`config.mk`:
```
export PLATFORM = sky130hd
export DESIGN_NAME = div_unit
export DESIGN_NICKNAME = d
export VERILOG_FILES = /design/src/rtl/div_unit.sv
export SDC_FILE = /design/constraint.sdc
export NUM_CORES = 1
export LEC_CHECK = 0
export CORE_AREA = 2 2 129 181
export CTS_BUF_LIST = sky130_fd_sc_hd__clkbuf_8
export DETAILED_ROUTE_END_ITERATION = 7
export DIE_AREA = 0 0 131 183
export HOLD_SLACK_MARGIN = 0.05
export PLACE_DENSITY = 0.78
export SYNTH_ARGS = -nofsm -noshare
export SYNTH_HDL_FRONTEND = slang
export SYNTH_SLANG_ARGS = --single-unit
```
`constraint.sdc`:
```
create_clock -name clk -period 8.7 [get_ports clk]
set_clock_uncertainty 0.05 [all_clocks]
set_input_delay 1.74 -clock clk [delete_from_list [all_inputs] [get_ports clk]]
set_output_delay 1.74 -clock clk [all_outputs]
set_load 0.02 [all_outputs]
```
`src/rtl/div_unit.sv`:
```
// Iterative restoring divider for div/divu/rem/remu, producing one quotient bit per cycle.
// The optional macro DIV_FAST_SPECIAL_EN lets divide-by-zero and signed overflow skip the iteration.
module div_unit #(
  parameter int XLEN = 32
) (
  input  logic            clk,
  input  logic            rst,
  input  logic            flush,
  input  logic            in_valid,
  output logic            in_ready,
  input  logic [1:0]      op,
  input  logic [XLEN-1:0] srcA,
  input  logic [XLEN-1:0] srcB,
  output logic            out_valid,
  input  logic            out_ready,
  output logic [XLEN-1:0] result
);

  typedef enum logic [1:0] {IDLE, CALC, DONE} state_t;
  localparam int CW = $clog2(XLEN + 1);

  state_t          state_q, state_d;
  logic [CW-1:0]   cnt_q;
  logic [XLEN-1:0] quo_q, rem_q, dvs_q, result_q, special_val_q;
  logic            is_rem_q, neg_q_q, neg_r_q, special_q;

  // Request decode: op[0] selects unsigned, op[1] selects remainder.
  logic            accept, is_signed, a_neg, b_neg, div_zero, overflow, special;
  logic [XLEN-1:0] a_mag, b_mag, special_val;

  assign in_ready  = (state_q == IDLE);
  assign out_valid = (state_q == DONE);
  assign result    = result_q;
  assign accept    = in_valid && in_ready;

  assign is_signed   = ~op[0];
  assign a_neg       = is_signed & srcA[XLEN-1];
  assign b_neg       = is_signed & srcB[XLEN-1];
  assign a_mag       = a_neg ? -srcA : srcA;
  assign b_mag       = b_neg ? -srcB : srcB;
  assign div_zero    = (srcB == '0);
  assign overflow    = is_signed && (srcA == {1'b1, {(XLEN-1){1'b0}}}) && (srcB == '1);
  assign special     = div_zero | overflow;
  assign special_val = div_zero ? (op[1] ? srcA : '1) : (op[1] ? '0 : srcA);

  // One restoring step: dividend bits leave quo_q at the top while quotient bits enter at the bottom.
  logic [XLEN:0]   trial;
  logic            take;
  logic [XLEN-1:0] rem_step, quo_step, q_fix, r_fix, final_val;

  assign trial     = {rem_q, quo_q[XLEN-1]} - {1'b0, dvs_q};
  assign take      = ~trial[XLEN];
  assign rem_step  = take ? trial[XLEN-1:0] : {rem_q[XLEN-2:0], quo_q[XLEN-1]};
  assign quo_step  = {quo_q[XLEN-2:0], take};
  assign q_fix     = neg_q_q ? -quo_step : quo_step;
  assign r_fix     = neg_r_q ? -rem_step : rem_step;
  assign final_val = special_q ? special_val_q : (is_rem_q ? r_fix : q_fix);

  // NOTE: state_d gets a default before the case so every path assigns it and no latch is inferred.
  always_comb begin
    state_d = state_q;
    case (state_q)
      IDLE: begin
        if (accept) begin
`ifdef DIV_FAST_SPECIAL_EN
          state_d = special ? DONE : CALC;
`else
          state_d = CALC;
`endif
        end
      end
      CALC:    if (cnt_q == CW'(1)) state_d = DONE;
      DONE:    if (out_ready) state_d = IDLE;
      default: state_d = IDLE;
    endcase
    if (flush) state_d = IDLE;
  end

  // NOTE: non-blocking assignments so every register samples the pre-edge values of the others.
  always_ff @(posedge clk) begin
    if (rst) begin
      state_q       <= IDLE;
      cnt_q         <= '0;
      result_q      <= '0;
      quo_q         <= '0;
      rem_q         <= '0;
      dvs_q         <= '0;
      special_val_q <= '0;
      is_rem_q      <= 1'b0;
      neg_q_q       <= 1'b0;
      neg_r_q       <= 1'b0;
      special_q     <= 1'b0;
    end else begin
      state_q <= state_d;
      if (accept) begin
        quo_q         <= a_mag;
        rem_q         <= '0;
        dvs_q         <= b_mag;
        is_rem_q      <= op[1];
        neg_q_q       <= a_neg ^ b_neg;
        neg_r_q       <= a_neg;
        special_q     <= special;
        special_val_q <= special_val;
        cnt_q         <= CW'(XLEN);
`ifdef DIV_FAST_SPECIAL_EN
        if (special) begin
          result_q <= special_val;
          cnt_q    <= '0;
        end
`endif
      end else if (state_q == CALC) begin
        quo_q <= quo_step;
        rem_q <= rem_step;
        cnt_q <= cnt_q - CW'(1);
        if (cnt_q == CW'(1)) result_q <= final_val;
      end
    end
  end

endmodule

```
==> summary.md <==
### Min path
• Min-Delay Path Class: reg -> reg
• critical hold path startpoint: result[0]$_SDFFE_PP0P_
• instance count along the most critical hold path: 2
• Min-Delay Endpoint: result[0]$_SDFFE_PP0P_

### Critical path
• kind of launch point of the worst setup path: flop
• Critical Path Sink Type: flop
• Reg-to-Reg Start: quo_q[31]$_SDFFE_PP0P_
• maximum fanout count along the critical path: 32
• Worst Path Required: 8.99 ns
• path depth of the worst reg2reg path: 21
• register-to-register path setup slack: 3.04 ns
• reg-to-reg endpoint: result[30]$_SDFFE_PP0P_
• Critical Path AT: 5.94 ns
• type of the worst setup path: reg -> reg

### Synth
• top flip-flop cell by instance count after synthesis: sky130_fd_sc_hd__dfxtp_1
• number of distinct library cells after synthesis: 75
• number of enable-type register cells in the synthesized netlist: 0
• sequential-to-total area share from yosys stat: 27.1%
• Syn. warnings: 0
• gate count of the mapped netlist: 1,764
• Mapped Area: 12,700 um2
• post-synthesis area per instance: 7.21 um2
• total nets after synthesis: 1,875
• proportion of synthesized flip-flops having asynchronous set or reset: 0%
• flip-flop and latch count after synthesis: 172

### Finish
• Antenna diodes: 0
• footprint of the multi-input gates: 8600 um2
• layout cells sized above 1: 4.05%
• most used cells in the layout excluding fill and tap cells: sky130_fd_sc_hd__nor2_1 (232), sky130_fd_sc_hd__a21oi_1 (177), sky130_fd_sc_hd__dfxtp_1 (172)
• sequential standard cell area: 3440 um2
• leading cell type in the layout, fill and taps excluded: sky130_fd_sc_hd__nor2_1
• Total Nets Final: 1,900
• number of fill cells in the layout: 2,053
• Final Cell Area: 14,200 um2
• area added between synthesis and finish: 11.7%

### Detailed routing
• average wire per cell in the routed design: 19.4 um
• DRT iter0 DRCs: 966
• detailed-route DRC error count: 0
• number of antenna-violating nets in the routed design: 0
• drt via density: 6.26
• first-pass detailed-route iteration total: 6
• detailed-route wire length: 40,800 um
• total via count after detailed routing: 13,200

### STA
• total of endpoints with negative setup slack in the final report: 0
• actual slew at the worst max-slew pin: 1.23 ns
• worst hold margin: 0.408 ns
• unrepaired setup endpoints after global routing: false
• total count of max-transition violations in the final report: 0
• maximum achievable frequency: 177 MHz
• final critical path time including I/O delays and setup: 5.66 ns
• Final Cycle Share: 65.0%
• tightest slew margin relative to the limit: 17.0%
• number of endpoints with negative hold slack in the final report: 0
• setup_tns: 0 ns

### Global routing
• Global Route Usage Sum: 34.4%
• aggregate global routing overflow: 0
• maximum number of pins on one net before global-route repair: 93
• initial antenna violation count: 0
• wire length of the first global-routing pass: 64,700 um
• number of global-route vias before repair: 12,400

### CTS
• source-to-sink clock delay at the later pin of the worst-skew pair: 0.47 ns
• level count of the clock H-tree: 4
• CTS tree: yes
• buffers from clock root to sink, at most: 2
• Resize count post-CTS: 0
• hold_buf cts: 0
• # clock sinks: 172
• total clock buffers created by CTS: 17
• post-CTS setup buffer count: 0
• CTS clock-pin slew for the worst setup and hold paths: 0.09 ns
• root cell of the clock tree: sky130_fd_sc_hd__clkbuf_8

### Die
• I/O Pins: 105
• initial core utilization: 56.9%
• die area: 24,000 um2
• area inside the core boundary: 22,400 um2
• die span in y: 183 um
• Site Rows: 65
• die width: 131 um

### Place
• quantity of I/O buffers inserted on ports: 104
• total placed instance area: 13,800 um2
• GP Congestion: 0.926
• hpwl dp: 30,400 um

### Power
• leakage: 0.00511 uW
• power per standard cell area: 155 nW/um2
• Worst VDD drop: 0.109 mV
• overall power consumption: 2210 uW

### Run
• total of max-cap violations: 0

### Status
• outcome: finished, final reports clean

==> synthesized netlist by cell type, types with 8 or more instances <==
cell / count / area share (%)
sky130_fd_sc_hd__and2_1: 16 / 0.79
sky130_fd_sc_hd__nor2_1: 233 / 6.9
sky130_fd_sc_hd__or4_1: 12 / 0.71
sky130_fd_sc_hd__mux2i_1: 31 / 2.4
sky130_fd_sc_hd__nand2b_1: 19 / 0.93
sky130_fd_sc_hd__buf_1: 12 / 0.35
sky130_fd_sc_hd__nand4_1: 17 / 0.84
sky130_fd_sc_hd__dfxtp_1: 172 / 27
sky130_fd_sc_hd__nor3b_1: 8 / 0.47
sky130_fd_sc_hd__o41ai_1: 11 / 0.76
sky130_fd_sc_hd__ha_1: 39 / 3.8
sky130_fd_sc_hd__o21ai_0: 147 / 5.8
sky130_fd_sc_hd__buf_2: 14 / 0.55
sky130_fd_sc_hd__a21o_1: 11 / 0.65
sky130_fd_sc_hd__a31oi_1: 8 / 0.39
sky130_fd_sc_hd__xor2_1: 57 / 3.9
sky130_fd_sc_hd__clkbuf_1: 87 / 2.6
sky130_fd_sc_hd__nor3_1: 56 / 2.2
sky130_fd_sc_hd__or3_1: 22 / 1.1
sky130_fd_sc_hd__nor2b_1: 9 / 0.44
sky130_fd_sc_hd__and3_1: 10 / 0.49
sky130_fd_sc_hd__nand3_1: 38 / 1.5
sky130_fd_sc_hd__a21oi_1: 177 / 7.0
sky130_fd_sc_hd__a22oi_1: 32 / 1.9
sky130_fd_sc_hd__nand2_1: 153 / 4.5
sky130_fd_sc_hd__a211oi_1: 74 / 4.4
sky130_fd_sc_hd__o211ai_1: 13 / 0.77
sky130_fd_sc_hd__nor4_1: 17 / 0.84
sky130_fd_sc_hd__o31ai_1: 22 / 1.3
sky130_fd_sc_hd__inv_1: 63 / 1.9
sky130_fd_sc_hd__xnor2_1: 74 / 5.1
==> routing by layer <==
layer	global-route usage, %	vias to the layer above	part of all wire (%)	wire length (um)
met5	0	-	0	0
met4	20.9	0	6.6	2710
met3	4.03	101	5.6	2290
met2	57.3	491	48	19600
met1	41.8	6153	40	16200
li1	-	6416	-	-
==> report_power, final <==
| group | total [uW] | leakage, uW | internal (uW) | switching, uW |
|---|---|---|---|---|
| combinational | 763 | 0.00350 | 284 | 479 |
| clock | 568 | 0.000206 | 268 | 301 |
| sequential | 877 | 0.00141 | 830 | 46.9 |
| total | 2210 | 0.00511 | 1380 | 826 |
==> metrics by stage <==
stage | setup slack [ns] | cells | util, %
finish | 3.04 | 2102 | 63.5
global placement | 3.32 | 2071 | 61.8
detailed placement | 3.19 | 2071 | 61.8
global route | 2.62 | 2102 | 63.5
floorplan | 3.87 | 1764 | -
CTS | 3.16 | 2102 | 63.5
==> critical path, stage by stage (launching register included) <==
cell                       delay (ns)
sky130_fd_sc_hd__dfxtp_1         0.38
sky130_fd_sc_hd__inv_1           0.06
sky130_fd_sc_hd__ha_1            0.21
sky130_fd_sc_hd__inv_1           0.07
sky130_fd_sc_hd__fa_1            0.22
sky130_fd_sc_hd__a211oi_1        0.13
sky130_fd_sc_hd__o211ai_1        0.23
sky130_fd_sc_hd__a21oi_2         0.15
sky130_fd_sc_hd__a211o_1         0.34
sky130_fd_sc_hd__a31o_2          0.30
sky130_fd_sc_hd__xnor2_4         0.81
sky130_fd_sc_hd__mux2i_1         0.40
sky130_fd_sc_hd__ha_1            0.29
sky130_fd_sc_hd__nand2_1         0.07
sky130_fd_sc_hd__a211oi_1        0.19
sky130_fd_sc_hd__nand3_1         0.20
sky130_fd_sc_hd__nor4_1          0.30
sky130_fd_sc_hd__nor3b_2         0.29
sky130_fd_sc_hd__o221ai_1        0.27
sky130_fd_sc_hd__o31ai_1         0.33
sky130_fd_sc_hd__xnor2_1         0.16
sky130_fd_sc_hd__o21ai_1         0.07
==> logic make-up after synthesis <==
logic type      synth area share [%]
simple gates                    23.4
compound gates                  27.9
buf+inv                         5.51
flops                           27.1
xor+xnor                        9.23
fa+ha+maj                       3.99
mux                             2.88
==> cell type report <==
cell class / count / area share [%]
multi-input cells: 1413 / 60.5
flip-flops and latches: 172 / 24.2
repair buffers: 121 / 8.20
well taps: 301 / 2.65
clock buffers: 19 / 1.84
inverters: 64 / 1.69
clock inverters: 12 / 0.872
==> flip-flops by register name (all words and copies together) (netlist names) <==
register,count
neg_r_q,1
is_rem_q,1
neg_q_q,1
state_q,2
special_val_q,32
result,32
dvs_q,32
special_q,1
cnt_q,6
quo_q,32
rem_q,32
==> worst max path at each step <==
stage | to | from | slack [ns]
after floorplan | result[30]$_SDFFE_PP0P_ | quo_q[31]$_SDFFE_PP0P_ | 3.87
after global placement | result[30]$_SDFFE_PP0P_ | quo_q[31]$_SDFFE_PP0P_ | 3.32
after detailed placement | result[24]$_SDFFE_PP0P_ | quo_q[31]$_SDFFE_PP0P_ | 3.19
after CTS | result[24]$_SDFFE_PP0P_ | quo_q[31]$_SDFFE_PP0P_ | 3.16
after global routing | result[26]$_SDFFE_PP0P_ | quo_q[31]$_SDFFE_PP0P_ | 2.62
final | result[30]$_SDFFE_PP0P_ | quo_q[31]$_SDFFE_PP0P_ | 3.04
Note: power is estimated with default switching activity, not from simulation.
